--- config.mk ---
export PLATFORM = sky130hd
export DESIGN_NAME = ics_part_seq
export DESIGN_NICKNAME = d
export VERILOG_FILES = /design/src/rtl/ics_seq_pkg.sv /design/src/rtl/ics_cfg_chk.sv /design/src/rtl/ics_part_seq.sv
export SDC_FILE = /design/constraint.sdc
export NUM_CORES = 1
export LEC_CHECK = 0
export CORE_ASPECT_RATIO = 2
export CORE_UTILIZATION = 50
export DETAILED_ROUTE_END_ITERATION = 6
export PLACE_DENSITY = 0.75
export SYNTH_ARGS = -nofsm -noshare
export SYNTH_HDL_FRONTEND = slang
export SYNTH_SLANG_ARGS = --single-unit
--- constraint.sdc ---
create_clock -name clk -period 8.15 [get_ports clk]
set_input_delay 1.63 -clock clk [delete_from_list [all_inputs] [get_ports clk]]
set_output_delay 1.63 -clock clk [all_outputs]
set_load 0.03 [all_outputs]
--- src/rtl/ics_seq_pkg.sv ---
// Shared types and helpers for the ICS part sequencer: state encoding,
// per-part configuration record and IN_BUF word-count arithmetic.
package ics_seq_pkg;

    localparam int IN_BUF_DEPTH = 32;
    localparam int WORD_BITS    = 128;
    localparam int WORD_SHIFT   = $clog2(WORD_BITS);

    typedef enum logic [2:0] {
        ST_IDLE  = 3'd0,
        ST_CHK   = 3'd1,
        ST_ISSUE = 3'd2,
        ST_WAIT  = 3'd3,
        ST_NEXT  = 3'd4
    } seq_state_e;

    typedef struct packed {
        logic        en;
        logic [10:0] n;
        logic [13:0] e;
        logic [13:0] l;
        logic [13:0] st;
    } part_cfg_t;

    // Number of IN_BUF words needed to hold n input bits (ceiling divide).
    function automatic logic [4:0] words_of(input logic [10:0] n);
        logic [11:0] rounded;
        rounded = {1'b0, n} + 12'(WORD_BITS - 1);
        return 5'(rounded >> WORD_SHIFT);
    endfunction

endpackage

--- src/rtl/ics_cfg_chk.sv ---
// Combinational validation of a latched three-part configuration; also
// derives each part's IN_BUF word count and packed base address.
module ics_cfg_chk
    import ics_seq_pkg::*;
(
    input  part_cfg_t   cfg0,
    input  part_cfg_t   cfg1,
    input  part_cfg_t   cfg2,
    output logic        err,
    output logic [4:0]  w0,
    output logic [4:0]  w1,
    output logic [4:0]  w2,
    output logic [4:0]  base0,
    output logic [4:0]  base1,
    output logic [4:0]  base2
);

    logic [5:0] total_s;

    function automatic logic part_bad(input part_cfg_t p);
        logic [14:0] span;
        span = {1'b0, p.st} + {1'b0, p.l};
        return p.en && ((p.n == 11'd0) || (p.l > p.e) || (span > {1'b0, p.e}));
    endfunction

    // Word counts, back-to-back base addresses and overall rejection.
    always_comb begin
        w0      = cfg0.en ? words_of(cfg0.n) : 5'd0;
        w1      = cfg1.en ? words_of(cfg1.n) : 5'd0;
        w2      = cfg2.en ? words_of(cfg2.n) : 5'd0;
        base0   = 5'd0;
        base1   = w0;
        base2   = 5'({1'b0, w0} + {1'b0, w1});
        total_s = {1'b0, w0} + {1'b0, w1} + {1'b0, w2};
        err     = !(cfg0.en || cfg1.en || cfg2.en)
                  || part_bad(cfg0) || part_bad(cfg1) || part_bad(cfg2)
                  || (total_s > 6'(IN_BUF_DEPTH));
    end

endmodule

--- src/rtl/ics_part_seq.sv ---
// ICS part sequencer: latches a three-part configuration on ics_start and runs
// the enabled parts through the shared engine in ascending order.
module ics_part_seq
    import ics_seq_pkg::*;
(
    input  logic        clk,
    input  logic        rst_n,
    input  logic        ics_start,
    input  logic        ics_part0_en,
    input  logic [10:0] ics_part0_n_size,
    input  logic [13:0] ics_part0_e_size,
    input  logic [13:0] ics_part0_l_size,
    input  logic [13:0] ics_part0_st_idx,
    input  logic        ics_part1_en,
    input  logic [10:0] ics_part1_n_size,
    input  logic [13:0] ics_part1_e_size,
    input  logic [13:0] ics_part1_l_size,
    input  logic [13:0] ics_part1_st_idx,
    input  logic        ics_part2_en,
    input  logic [10:0] ics_part2_n_size,
    input  logic [13:0] ics_part2_e_size,
    input  logic [13:0] ics_part2_l_size,
    input  logic [13:0] ics_part2_st_idx,
    output logic        eng_start,
    output logic [1:0]  eng_part_id,
    output logic [10:0] eng_n_size,
    output logic [13:0] eng_e_size,
    output logic [13:0] eng_l_size,
    output logic [13:0] eng_st_idx,
    output logic [4:0]  eng_base_addr,
    input  logic        eng_done,
    output logic        ics_busy,
    output logic        ics_done,
    output logic        ics_cfg_err
);

    seq_state_e  state_q, state_d;
    part_cfg_t   cfg0_q, cfg0_d, cfg1_q, cfg1_d, cfg2_q, cfg2_d;
    part_cfg_t   in0_s, in1_s, in2_s;
    logic        pend_q, pend_d;
    logic        eng_start_q, eng_start_d;
    logic [1:0]  part_id_q, part_id_d;
    logic [10:0] n_q, n_d;
    logic [13:0] e_q, e_d, l_q, l_d, st_q, st_d;
    logic [4:0]  base_q, base_d;
    logic        busy_q, busy_d;
    logic        done_q, done_d;
    logic        cfg_err_q, cfg_err_d;

    logic        chk_err_s;
    logic [4:0]  w0_s, w1_s, w2_s, base0_s, base1_s, base2_s;
    logic [2:0]  active_s;
    logic        load_s;
    logic [1:0]  load_idx_s;
    logic        next_found_s;
    logic [1:0]  next_idx_s;

    assign in0_s = '{en: ics_part0_en, n: ics_part0_n_size, e: ics_part0_e_size,
                     l: ics_part0_l_size, st: ics_part0_st_idx};
    assign in1_s = '{en: ics_part1_en, n: ics_part1_n_size, e: ics_part1_e_size,
                     l: ics_part1_l_size, st: ics_part1_st_idx};
    assign in2_s = '{en: ics_part2_en, n: ics_part2_n_size, e: ics_part2_e_size,
                     l: ics_part2_l_size, st: ics_part2_st_idx};

    ics_cfg_chk u_cfg_chk (
        .cfg0  (cfg0_q),
        .cfg1  (cfg1_q),
        .cfg2  (cfg2_q),
        .err   (chk_err_s),
        .w0    (w0_s),
        .w1    (w1_s),
        .w2    (w2_s),
        .base0 (base0_s),
        .base1 (base1_s),
        .base2 (base2_s)
    );

    // A validated enabled part always has N > 0, so a nonzero word count marks it runnable.
    assign active_s = {(w2_s != 5'd0), (w1_s != 5'd0), (w0_s != 5'd0)};

    // Next higher runnable part after the one currently issued.
    always_comb begin
        next_found_s = 1'b0;
        next_idx_s   = 2'd0;
        case (part_id_q)
            2'd0: begin
                if (active_s[1]) begin
                    next_found_s = 1'b1;
                    next_idx_s   = 2'd1;
                end else if (active_s[2]) begin
                    next_found_s = 1'b1;
                    next_idx_s   = 2'd2;
                end else begin
                    next_found_s = 1'b0;
                end
            end
            2'd1: begin
                if (active_s[2]) begin
                    next_found_s = 1'b1;
                    next_idx_s   = 2'd2;
                end else begin
                    next_found_s = 1'b0;
                end
            end
            default: next_found_s = 1'b0;
        endcase
    end

    // Sequencer next-state and output decisions.
    always_comb begin
        state_d     = state_q;
        cfg0_d      = cfg0_q;
        cfg1_d      = cfg1_q;
        cfg2_d      = cfg2_q;
        pend_d      = pend_q;
        eng_start_d = 1'b0;
        busy_d      = busy_q;
        done_d      = 1'b0;
        cfg_err_d   = 1'b0;
        load_s      = 1'b0;
        load_idx_s  = 2'd0;
        case (state_q)
            ST_IDLE: begin
                busy_d = 1'b0;
                pend_d = 1'b0;
                if (ics_start) begin
                    cfg0_d  = in0_s;
                    cfg1_d  = in1_s;
                    cfg2_d  = in2_s;
                    state_d = ST_CHK;
                end else begin
                    state_d = ST_IDLE;
                end
            end
            ST_CHK: begin
                if (chk_err_s) begin
                    cfg_err_d = 1'b1;
                    state_d   = ST_IDLE;
                end else begin
                    load_s      = 1'b1;
                    load_idx_s  = active_s[0] ? 2'd0 : (active_s[1] ? 2'd1 : 2'd2);
                    eng_start_d = 1'b1;
                    busy_d      = 1'b1;
                    state_d     = ST_ISSUE;
                end
            end
            ST_ISSUE: begin
                // A done coincident with the start pulse is remembered for WAIT.
                pend_d  = eng_done;
                state_d = ST_WAIT;
            end
            ST_WAIT: begin
                if (eng_done || pend_q) begin
                    pend_d  = 1'b0;
                    state_d = ST_NEXT;
                end else begin
                    state_d = ST_WAIT;
                end
            end
            ST_NEXT: begin
                if (next_found_s) begin
                    load_s      = 1'b1;
                    load_idx_s  = next_idx_s;
                    eng_start_d = 1'b1;
                    state_d     = ST_ISSUE;
                end else begin
                    done_d  = 1'b1;
                    state_d = ST_IDLE;
                end
            end
            default: begin
                busy_d  = 1'b0;
                pend_d  = 1'b0;
                state_d = ST_IDLE;
            end
        endcase
    end

    // Engine field registers: reloaded only when a part is selected, held otherwise.
    always_comb begin
        part_id_d = part_id_q;
        n_d       = n_q;
        e_d       = e_q;
        l_d       = l_q;
        st_d      = st_q;
        base_d    = base_q;
        if (load_s) begin
            part_id_d = load_idx_s;
            case (load_idx_s)
                2'd0: begin
                    n_d = cfg0_q.n; e_d = cfg0_q.e; l_d = cfg0_q.l; st_d = cfg0_q.st;
                    base_d = base0_s;
                end
                2'd1: begin
                    n_d = cfg1_q.n; e_d = cfg1_q.e; l_d = cfg1_q.l; st_d = cfg1_q.st;
                    base_d = base1_s;
                end
                default: begin
                    n_d = cfg2_q.n; e_d = cfg2_q.e; l_d = cfg2_q.l; st_d = cfg2_q.st;
                    base_d = base2_s;
                end
            endcase
        end else begin
            part_id_d = part_id_q;
        end
    end

    // State, latched configuration and registered outputs.
    always_ff @(posedge clk or negedge rst_n) begin
        if (!rst_n) begin
            state_q     <= ST_IDLE;
            cfg0_q      <= '0;
            cfg1_q      <= '0;
            cfg2_q      <= '0;
            pend_q      <= 1'b0;
            eng_start_q <= 1'b0;
            part_id_q   <= 2'd0;
            n_q         <= 11'd0;
            e_q         <= 14'd0;
            l_q         <= 14'd0;
            st_q        <= 14'd0;
            base_q      <= 5'd0;
            busy_q      <= 1'b0;
            done_q      <= 1'b0;
            cfg_err_q   <= 1'b0;
        end else begin
            state_q     <= state_d;
            cfg0_q      <= cfg0_d;
            cfg1_q      <= cfg1_d;
            cfg2_q      <= cfg2_d;
            pend_q      <= pend_d;
            eng_start_q <= eng_start_d;
            part_id_q   <= part_id_d;
            n_q         <= n_d;
            e_q         <= e_d;
            l_q         <= l_d;
            st_q        <= st_d;
            base_q      <= base_d;
            busy_q      <= busy_d;
            done_q      <= done_d;
            cfg_err_q   <= cfg_err_d;
        end
    end

    assign eng_start     = eng_start_q;
    assign eng_part_id   = part_id_q;
    assign eng_n_size    = n_q;
    assign eng_e_size    = e_q;
    assign eng_l_size    = l_q;
    assign eng_st_idx    = st_q;
    assign eng_base_addr = base_q;
    assign ics_busy      = busy_q;
    assign ics_done      = done_q;
    assign ics_cfg_err   = cfg_err_q;

endmodule

Word level (Yosys, flattened, before mapping). Index checks and enable logic that the tools add are counted. W data, S select, Z words.

Register bits: 230. Input bits: 166.

Muxes and demuxes: 35. Bitwise gates (word level): 2. Reduce and logical (&&, ||, !) cells: 31. Add/sub/neg operators: 8. Magnitude comparators: 7. Eq/ne operators: 8.

Operator list (number): $pmux W14 S2 (3); $add A14 B14 Y15 (3); $gt A15 B14 Y1 (3); $gt A14 B14 Y1 (3); $add A11 B7 Y12 const B (3); $logic_not A11 Y1 (3); $pmux W11 S2 (1); $mux W2 (8); $mux W5 (3); $pmux W3 S5 (1); $reduce_bool A5 Y1 (3); $logic_or A1 B1 Y1 (13); $mux W1 (11); $pmux W5 S2 (1); $pmux W2 S2 (2); $add A5 B5 Y6 (1); $add A6 B5 Y6 (1); $eq A3 B2 Y1 const B (2); $gt A6 B6 Y1 const B (1); $pmux W1 S2 (3); $reduce_and A2 Y1 (3); $eq A2 B1 Y1 const B (2); $logic_not A2 Y1 (2); $ne A2 B2 Y1 const B (2); other kinds (10) (13).

Longest topological paths before layout. Gate-level depths: netlist (run 1).

Depth in word-level cells: 12. Mapped depth: 25.

Cells and area by module. From an unflattened synthesis (run 1), not the netlist that was laid out.

Cell total of the unflattened synthesis: 1610. Area total of the unflattened synthesis: 15341.0 µm².

By module, submodules not included: ics_part_seq (sequential area each 5755.5 µm², cells each 1006, area an instance 10817.9 µm², times used 1); ics_cfg_chk (sequential area each 0.0 µm², cells each 604, area an instance 4523.1 µm², times used 1).

Worst setup path before layout (run 1). OpenSTA, ideal clock, no wires.

Path kind: register to register. From: register cfg2_q[0] in the netlist's numbering. To: register base_q[1] (netlist: eng_base_addr[1]). Path slack: 3.326 ns. Arrival time: 4.677 ns. Cell stages (with the launch flop): 23. Setup time: 0.147 ns. Path buffers: 3. Period minus slack after synthesis: 4.824 ns. Cells stage by stage: dfrtp_1 ha_1 fa_1 a211oi_1 o21ai_0 nor2b_1 nand4_1 nand2_1 a21o_1 a21oi_1 xnor2_1 ha_1 nand3_1 or4_1 nand3_1 o21ai_1 or4b_1 buf_2 or3_1 clkbuf_1 buf_2 nand3_1 o221ai_1.

Word-level cells in the longest chain between the ends: 10. Elaborated cells on any way between the ends: 13. Those cells by class: add/sub: 1; order compare: 1; eq/ne: 1; mux: 5; reduce/logical: 5.

RTL lines: from (decl) (line ics_part_seq.sv:38) `part_cfg_t cfg0_q, cfg0_d, cfg1_q, cfg1_d, cfg2_q, cfg2_d;`; from (signal assigned) (line ics_part_seq.sv:230) `cfg2_q <= cfg2_d;`; $add A14 B14 Y15 (*) (line ics_cfg_chk.sv:22) `span = {1'b0, p.st} + {1'b0, p.l};`; $gt A15 B14 Y1 (*) (line ics_cfg_chk.sv:23) `return p.en && ((p.n == 11'd0) || (p.l > p.e) || (span > {1'b0, p.e}));`; $logic_or A1 B1 Y1 (*) (line ics_cfg_chk.sv:23); $logic_and A1 B1 Y1 (*) (line ics_cfg_chk.sv:23); $logic_or A1 B1 Y1 (*) (line ics_cfg_chk.sv:36) `|| part_bad(cfg0) || part_bad(cfg1) || part_bad(cfg2)`; $logic_or A1 B1 Y1 (*) (line ics_cfg_chk.sv:37) `|| (total_s > 6'(IN_BUF_DEPTH));`; $mux W2 (line ics_part_seq.sv:136) `if (chk_err_s) begin`; $pmux W2 S2 (line ics_part_seq.sv:122) `case (state_q)`; $eq A2 B1 Y1 or $logic_not A2 Y1 (tied branches) (line ics_part_seq.sv:189) `case (load_idx_s)`; $pmux W5 S2 (line ics_part_seq.sv:189); to (signal assigned) (line ics_part_seq.sv:238) `base_q <= base_d;`; to (decl) (line ics_part_seq.sv:45) `logic [4:0] base_q, base_d;`.

Every way passes the cells marked *; elsewhere a longest branch is shown, timed or not. A chain may end at the register's enable or synchronous reset.

Final worst setup path (run 1).
From: register cfg2_q[0] in the netlist's numbering. To: register n_q[7] (netlist: eng_n_size[7]).

Word-level cells in the longest chain between the ends: 10. Elaborated cells on any way between the ends: 13. Those cells by class: add/sub: 1; order compare: 1; eq/ne: 1; mux: 5; reduce/logical: 5.

RTL lines: $add A14 B14 Y15 (*) (line ics_cfg_chk.sv:22); $gt A15 B14 Y1 (*) (line ics_cfg_chk.sv:23); $logic_or A1 B1 Y1 (*) (line ics_cfg_chk.sv:23); $logic_and A1 B1 Y1 (*) (line ics_cfg_chk.sv:23); $logic_or A1 B1 Y1 (*) (line ics_cfg_chk.sv:36); $logic_or A1 B1 Y1 (*) (line ics_cfg_chk.sv:37); $mux W2 (line ics_part_seq.sv:136); $pmux W2 S2 (line ics_part_seq.sv:122); $eq A2 B1 Y1 or $logic_not A2 Y1 (tied branches) (line ics_part_seq.sv:189); $pmux W11 S2 (line ics_part_seq.sv:189); to (signal assigned) (line ics_part_seq.sv:234) `n_q <= n_d;`; to (decl) (line ics_part_seq.sv:43) `logic [10:0] n_q, n_d;`.

Marked as above.

==> flow_summary.json, run 1 <==
{
  "cap_violations": 0,
  "critPathMaxFanout": 39,
  "crit_path_frequent_cell": "buf_4",
  "hold_viol_final": 0,
  "crit_type": "flip-flop to flip-flop",
  "cts_resized": 0,
  "syn_inst": 1434,
  "seq_area_um2": 5756,
  "synth.avg_cell_area_um2": 9.961,
  "multiInputGateArea_um2": 7945,
  "crit_family": "compound AO/OA/AOI/OAI gates",
  "arrival_ns": 7.27,
  "grt-ovfl-total": 0,
  "min_path_type": "flip-flop to flip-flop",
  "final_common_cell": "dfrtp_1",
  "async_reset_ff_share_pct": 100.0,
  "nFillCells": 2366,
  "ys_seq_elements": 230,
  "initial_core_util_pct": 50.86,
  "synth_ff_type": "dfrtp_1",
  "finalCriticalPeriod_ns": 6.856,
  "crit_path_start_kind": "flip-flop",
  "grt_pass1_wl_mm": 75.08,
  "synth_top_area_share_pct": 40.29,
  "insertion_delay_ns": 0.55,
  "worst-path-buf-inv": 4,
  "syn2layout_area_growth_pct": 23.41,
  "post_cts_buffers": 0,
  "routed_wl_mm": 50.60,
  "timing.final.crit_share_pct": 84.13,
  "required_ns": 8.57,
  "endpoint_kind": "flip-flop",
  "clkTransAtPathRegs_ns": 0.07,
  "cp_cell_sequence": "ha_1, fa_1, a211oi_1, o21ai_0, nor2b_1, nand4_1, nand2_1, a21o_1, a21oi_1, xnor2_1, ha_1, a21o_1, a21oi_1, o211ai_1, a41oi_1, o21ai_1, or4b_1, nor3_4, buf_4, nor2_1, buf_4, inv_1, buf_4, a41oi_2",
  "timing.fmax_mhz": 145.9,
  "fin_skew_ns": 0.01016,
  "synth_nets": 1741,
  "numCtsBuffers": 24,
  "maxSlewViolCount": 0,
  "max_stage_delay_ns": 0.85,
  "seq_area_frac_synth_pct": 40.29,
  "layout-drive-gt1-share_pct": 12.11,
  "finalSetupTns_ns": 0,
  "drcViolationCount": 0,
  "totalPowerFinal_mw": 9.534,
  "rsz0062_at_grt": "no",
  "setup_viol": 0,
  "cts_tree": "yes",
  "max-slew-margin-rel_pct": 22.89,
  "ir_worst_vdd_v": 0.0003116,
  "grt_pass1_vias": 12830,
  "synth_edf_count": 0,
  "clk_path_buf_depth": 3,
  "routedWlPerCell_um": 25.31,
  "dieHeight_um": 241.0,
  "antenna_found_initial": 1,
  "core_um2": 28080,
  "final_antenna_net_count": 0,
  "die_w_um": 121.5,
  "critPathSlowestCell": "inv_1",
  "powerDensity_nw_per_um2": 540.8,
  "drt_iter0_drc": 1164,
  "p_leak_nw": 7.422,
  "place.gp.congestion": 0.9908,
  "synth.top_cells.by_area": "dfrtp_1 40%, ha_1 12%, mux2_2 9.1%",
  "cts-hold-fix-buffers": 0,
  "vias_per_cell": 6.320,
  "synthDistinctLibCells": 63,
  "dp_hpwl_mm": 39.08,
  "antenna_cells": 0,
  "die_area_um2": 29290,
  "clock_sinks": 230,
  "grt_max_degree": 133,
  "final_cell_mix": "230 x dfrtp_1, 228 x clkdlybuf4s50_1, 136 x ha_1",
  "drt_pre_antenna_iters": 5,
  "yosys_warnings": 0,
  "yosys.area.top_type": "dfrtp_1",
  "nets": 1933,
  "io_pins": 230,
  "syn_area_um2": 14280,
  "numPortBuffers": 229,
  "root_buffer": "clkbuf_16",
  "rows": 87,
  "status": "finished, final reports clean",
  "routed-via-count": 12630,
  "cts_htree_levels": 1,
  "track_usage_pct": 35.14,
  "tightest_slew_ns": 1.148
}
power by group:
group	switching, mW	total, mW	internal, mW
logic	3.33	5.91	2.58
registers	0.806	2.52	1.71
clock network	0.502	1.10	0.599
synthesized netlist by cell type (all sizes together) (38+ instances only):
cell	n
dfrtp	230
ha	136
o21ai	133
nand2	126
mux2	116
inv	79
a21oi	58
nor3	58
clkbuf	57
nor2	47
nand3	42
xnor2	38
tightest hold or removal path, cell delays in order, from the launching register on:
cell and delay [ns]:
dfrtp_1 0.34, nand3_1 0.06, o221ai_1 0.06
routing by layer:
metal | GRT usage (%) | routed length, um | vias up
met3 | 3.899 | 2941 | 218
li1 | - | - | 5667
met4 | 34.16 | 5721 | 2
met2 | 61.55 | 25580 | 638
met1 | 35.41 | 16340 | 6108
met5 | 0 | 7 | -
flip-flops by register name, indices dropped and copies added (netlist names), 2 cells and up:
register / count
cfg0_q: 54
cfg1_q: 54
cfg2_q: 54
eng_e_size: 14
eng_l_size: 14
eng_st_idx: 14
eng_n_size: 11
eng_base_addr: 5
state_q: 3
eng_part_id: 2
area by class of cell:
type,instances,share of cell area (%)
multi-input cells,1050,45.07
flip-flops and latches,230,32.65
repair buffers,241,13.68
clock buffers,28,3.606
well taps,356,2.527
inverters,79,1.682
clock inverters,15,0.7807
logic make-up (layout without fill, tap and decap cells):
logic type | after synthesis | in the layout | share of synthesized area, %
multiplexers | 117 | 117 | 9.215
flip-flops | 230 | 230 | 40.29
buffers and inverters | 154 | 363 | 4.318
AO/OA/AOI/OAI | 370 | 370 | 17.71
AND/OR/NAND/NOR | 373 | 373 | 12.84
adder cells (fa/ha/maj) | 141 | 141 | 12.61
XOR/XNOR | 49 | 49 | 3.005
final timing paths:
| kind | from | endpoint | slack, ns | depth (start not counted) |
|---|---|---|---|---|
| worst max-delay path | cfg2_q[0] | eng_n_size[7] | 1.29 | 24 |
| worst min-delay path | eng_base_addr[1] | eng_base_addr[1] | 0.51 | 2 |
| worst max register to register | cfg2_q[0] | eng_n_size[7] | 1.29 | 24 |
| worst min register to register | eng_base_addr[1] | eng_base_addr[1] | 0.51 | 2 |
| max in group asynchronous | rst_n | cfg1_q[7] | 5.87 | 2 |
| min in group asynchronous | rst_n | cfg2_q[8] | 1.08 | 1 |
stage by stage:
step                setup WS (ns)  instance area [um2]  instances  utilization (%)  hold slack, ns
floorplan                   3.326                14280       1434                -          0.4640
global placement            1.541                16850       1956            60.02          0.4837
detailed placement          1.388                16850       1956            60.02          0.4991
CTS                         1.363                17630       1999            62.77          0.5162
global route               0.8678                17630       1999            62.77          0.5536
finish                      1.294                17630       1999            62.77          0.5090
(Power assumes the default switching activity.)
==> inputs of run 2 (changes only) <==
--- a/config.mk
+++ b/config.mk
@@ -8,7 +8,7 @@
 export CORE_ASPECT_RATIO = 2
 export CORE_UTILIZATION = 50
 export DETAILED_ROUTE_END_ITERATION = 6
-export PLACE_DENSITY = 0.75
+export PLACE_DENSITY = 0.78
 export SYNTH_ARGS = -nofsm -noshare
 export SYNTH_HDL_FRONTEND = slang
 export SYNTH_SLANG_ARGS = --single-unit
==> constraint.sdc (replaced) <==
create_clock -name clk -period 5.7 [get_ports clk]
set_input_delay 1.14 -clock clk [delete_from_list [all_inputs] [get_ports clk]]
set_output_delay 1.14 -clock clk [all_outputs]
set_load 0.03 [all_outputs]
==> flow_summary.json, run 2 (synthesis gave the netlist of run 1 again) <==
{
  "status": "finished, final reports clean",
  "core_um2": 28080,
  "min_path_type": "flip-flop to flip-flop",
  "r2r_cells": 20,
  "clock_sinks": 230,
  "cp.depth": 20,
  "cts_htree_levels": 1,
  "drcViolationCount": 0,
  "maxSlewViolCount": 0,
  "tightest_slew_ns": 1.118,
  "layout-drive-gt1-share_pct": 13.01,
  "nets": 1945,
  "clk_path_buf_depth": 3,
  "endpoint_kind": "flip-flop",
  "io_pins": 230,
  "worst-path-buf-inv": 1,
  "drt_pre_antenna_iters": 6,
  "crit_family": "compound AO/OA/AOI/OAI gates",
  "numPortBuffers": 229,
  "post_cts_buffers": 0,
  "grt_pass1_wl_mm": 76.59,
  "rsz0062_at_grt": "no",
  "crit_path_start_kind": "flip-flop",
  "initial_core_util_pct": 50.86,
  "die_area_um2": 29290,
  "grt_pass1_vias": 13300,
  "critPathSlowestCell": "or4b_4",
  "required_ns": 6.16,
  "insertion_delay_ns": 0.55,
  "rows": 87,
  "drt_iter0_drc": 1102,
  "timing.fmax_mhz": 187.6,
  "vias_per_cell": 6.327,
  "whs_ns": 0.5224,
  "cts_resized": 0,
  "die_w_um": 121.5,
  "finalSetupTns_ns": 0,
  "final_area_um2": 17780,
  "crit_path_frequent_cell": "a21oi_1",
  "fin_skew_ns": 0.01222,
  "r2r-start": "cfg2_q[1]",
  "grt-ovfl-total": 0,
  "final_cell_mix": "230 x dfrtp_1, 228 x clkdlybuf4s50_1, 136 x ha_1",
  "crit_type": "flip-flop to flip-flop",
  "setup_viol": 0,
  "top_regs": "cfg0_q x54, cfg1_q x54, cfg2_q x54",
  "grt_max_degree": 127,
  "hold_viol_final": 0,
  "cts-hold-fix-buffers": 0,
  "max-slew-margin-rel_pct": 24.40,
  "cap_violations": 0,
  "critical_path.startpoint": "cfg2_q[1]",
  "routed_wl_mm": 51.10,
  "track_usage_pct": 35.76,
  "antenna_cells": 0,
  "cp_cell_sequence": "ha_1, a21o_1, a21oi_1, o21bai_1, a211o_1, a31oi_1, a21oi_1, a21o_1, a21oi_1, xnor2_1, ha_1, nand3_1, or4_1, nand3_1, o21ai_1, or4b_4, o31ai_4, buf_4, a32oi_1, o211ai_1",
  "finalCriticalPeriod_ns": 5.331,
  "dieHeight_um": 241.0,
  "syn2layout_area_growth_pct": 24.48,
  "timing.final.crit_share_pct": 93.52,
  "arrival_ns": 5.79,
  "cts_tree": "yes",
  "final_antenna_net_count": 0,
  "place.gp.congestion": 0.9964,
  "timing.rr.end": "eng_st_idx[6]",
  "max_stage_delay_ns": 0.62,
  "routedWlPerCell_um": 25.44,
  "rrSetupSlack_ns": 0.37,
  "critPathMaxFanout": 19,
  "placed_area_um2": 16990,
  "clkTransAtPathRegs_ns": 0.06,
  "powerDensity_nw_per_um2": 780.7,
  "root_buffer": "clkbuf_16",
  "antenna_found_initial": 0,
  "crit_end": "eng_st_idx[6]",
  "p_leak_nw": 7.495,
  "numCtsBuffers": 23,
  "final_common_cell": "dfrtp_1",
  "ir_worst_vdd_v": 0.0003716,
  "dp_hpwl_mm": 39.96,
  "routed-via-count": 12710
}
-- run 2: layout make-up --
class | instances | area (um2)
flip-flops and latches | 230 | 5756
repair buffers | 254 | 2547
multi-input cells | 1050 | 7970
clock buffers | 28 | 634.4
well taps | 356 | 445.4
clock inverters | 12 | 131.4
fillers | 2371 | 10300
inverters | 79 | 296.5
-- run 2: through the flow --
step / worst slack [ns] / power [mW] / std cells / utilization [%]
global placement: 0.3623 / 11.89 / 1969 / 60.50
global route: 0.08314 / 14.87 / 2009 / 63.31
finish: 0.3691 / 13.88 / 2009 / 63.31
floorplan: 0.8762 / 9.129 / 1434 / -
detailed placement: 0.3102 / 12.13 / 1969 / 60.50
CTS: 0.2929 / 13.75 / 2009 / 63.22
-- run 2: report_power, final --
part           internal, mW  total, mW  leakage, nW  switching (mW)
logic                  3.81       8.68         4.37            4.87
clock network         0.887       1.59        0.367           0.700
registers              2.45       3.61         2.75            1.16
total                  7.15       13.9         7.49            6.73
-- run 2: worst min path at each step --
stage               slack [ns]                to             start  depth (start not counted)
finish                    0.52  eng_base_addr[3]  eng_base_addr[3]                          1
CTS                       0.52  eng_base_addr[3]  eng_base_addr[3]                          1
global placement          0.49            pend_q            pend_q                          2
floorplan                 0.46            pend_q            pend_q                          2
detailed placement        0.51  eng_base_addr[3]  eng_base_addr[3]                          1
global route              0.54  eng_base_addr[3]  eng_base_addr[3]                          1
-- run 2: worst register-to-register path, cell delays in order (launching register included) --
cell,delay [ns]
dfrtp_1,0.44
ha_1,0.32
a21o_1,0.20
a21oi_1,0.26
o21bai_1,0.13
a211o_1,0.33
a31oi_1,0.22
a21oi_1,0.14
a21o_1,0.19
a21oi_1,0.17
xnor2_1,0.10
ha_1,0.29
nand3_1,0.10
or4_1,0.50
nand3_1,0.09
o21ai_1,0.10
or4b_4,0.62
o31ai_4,0.25
buf_4,0.31
a32oi_1,0.25
o211ai_1,0.24
-- run 2: per-layer routing --
| layer | wire (um) | GRT usage (%) | part of all wire [%] |
|---|---|---|---|
| met4 | 6047 | 37.41 | 12 |
| met2 | 26060 | 62.02 | 51 |
| met1 | 16140 | 34.89 | 32 |
| met3 | 2861 | 4.868 | 5.6 |
| met5 | 0 | 0 | 0 |
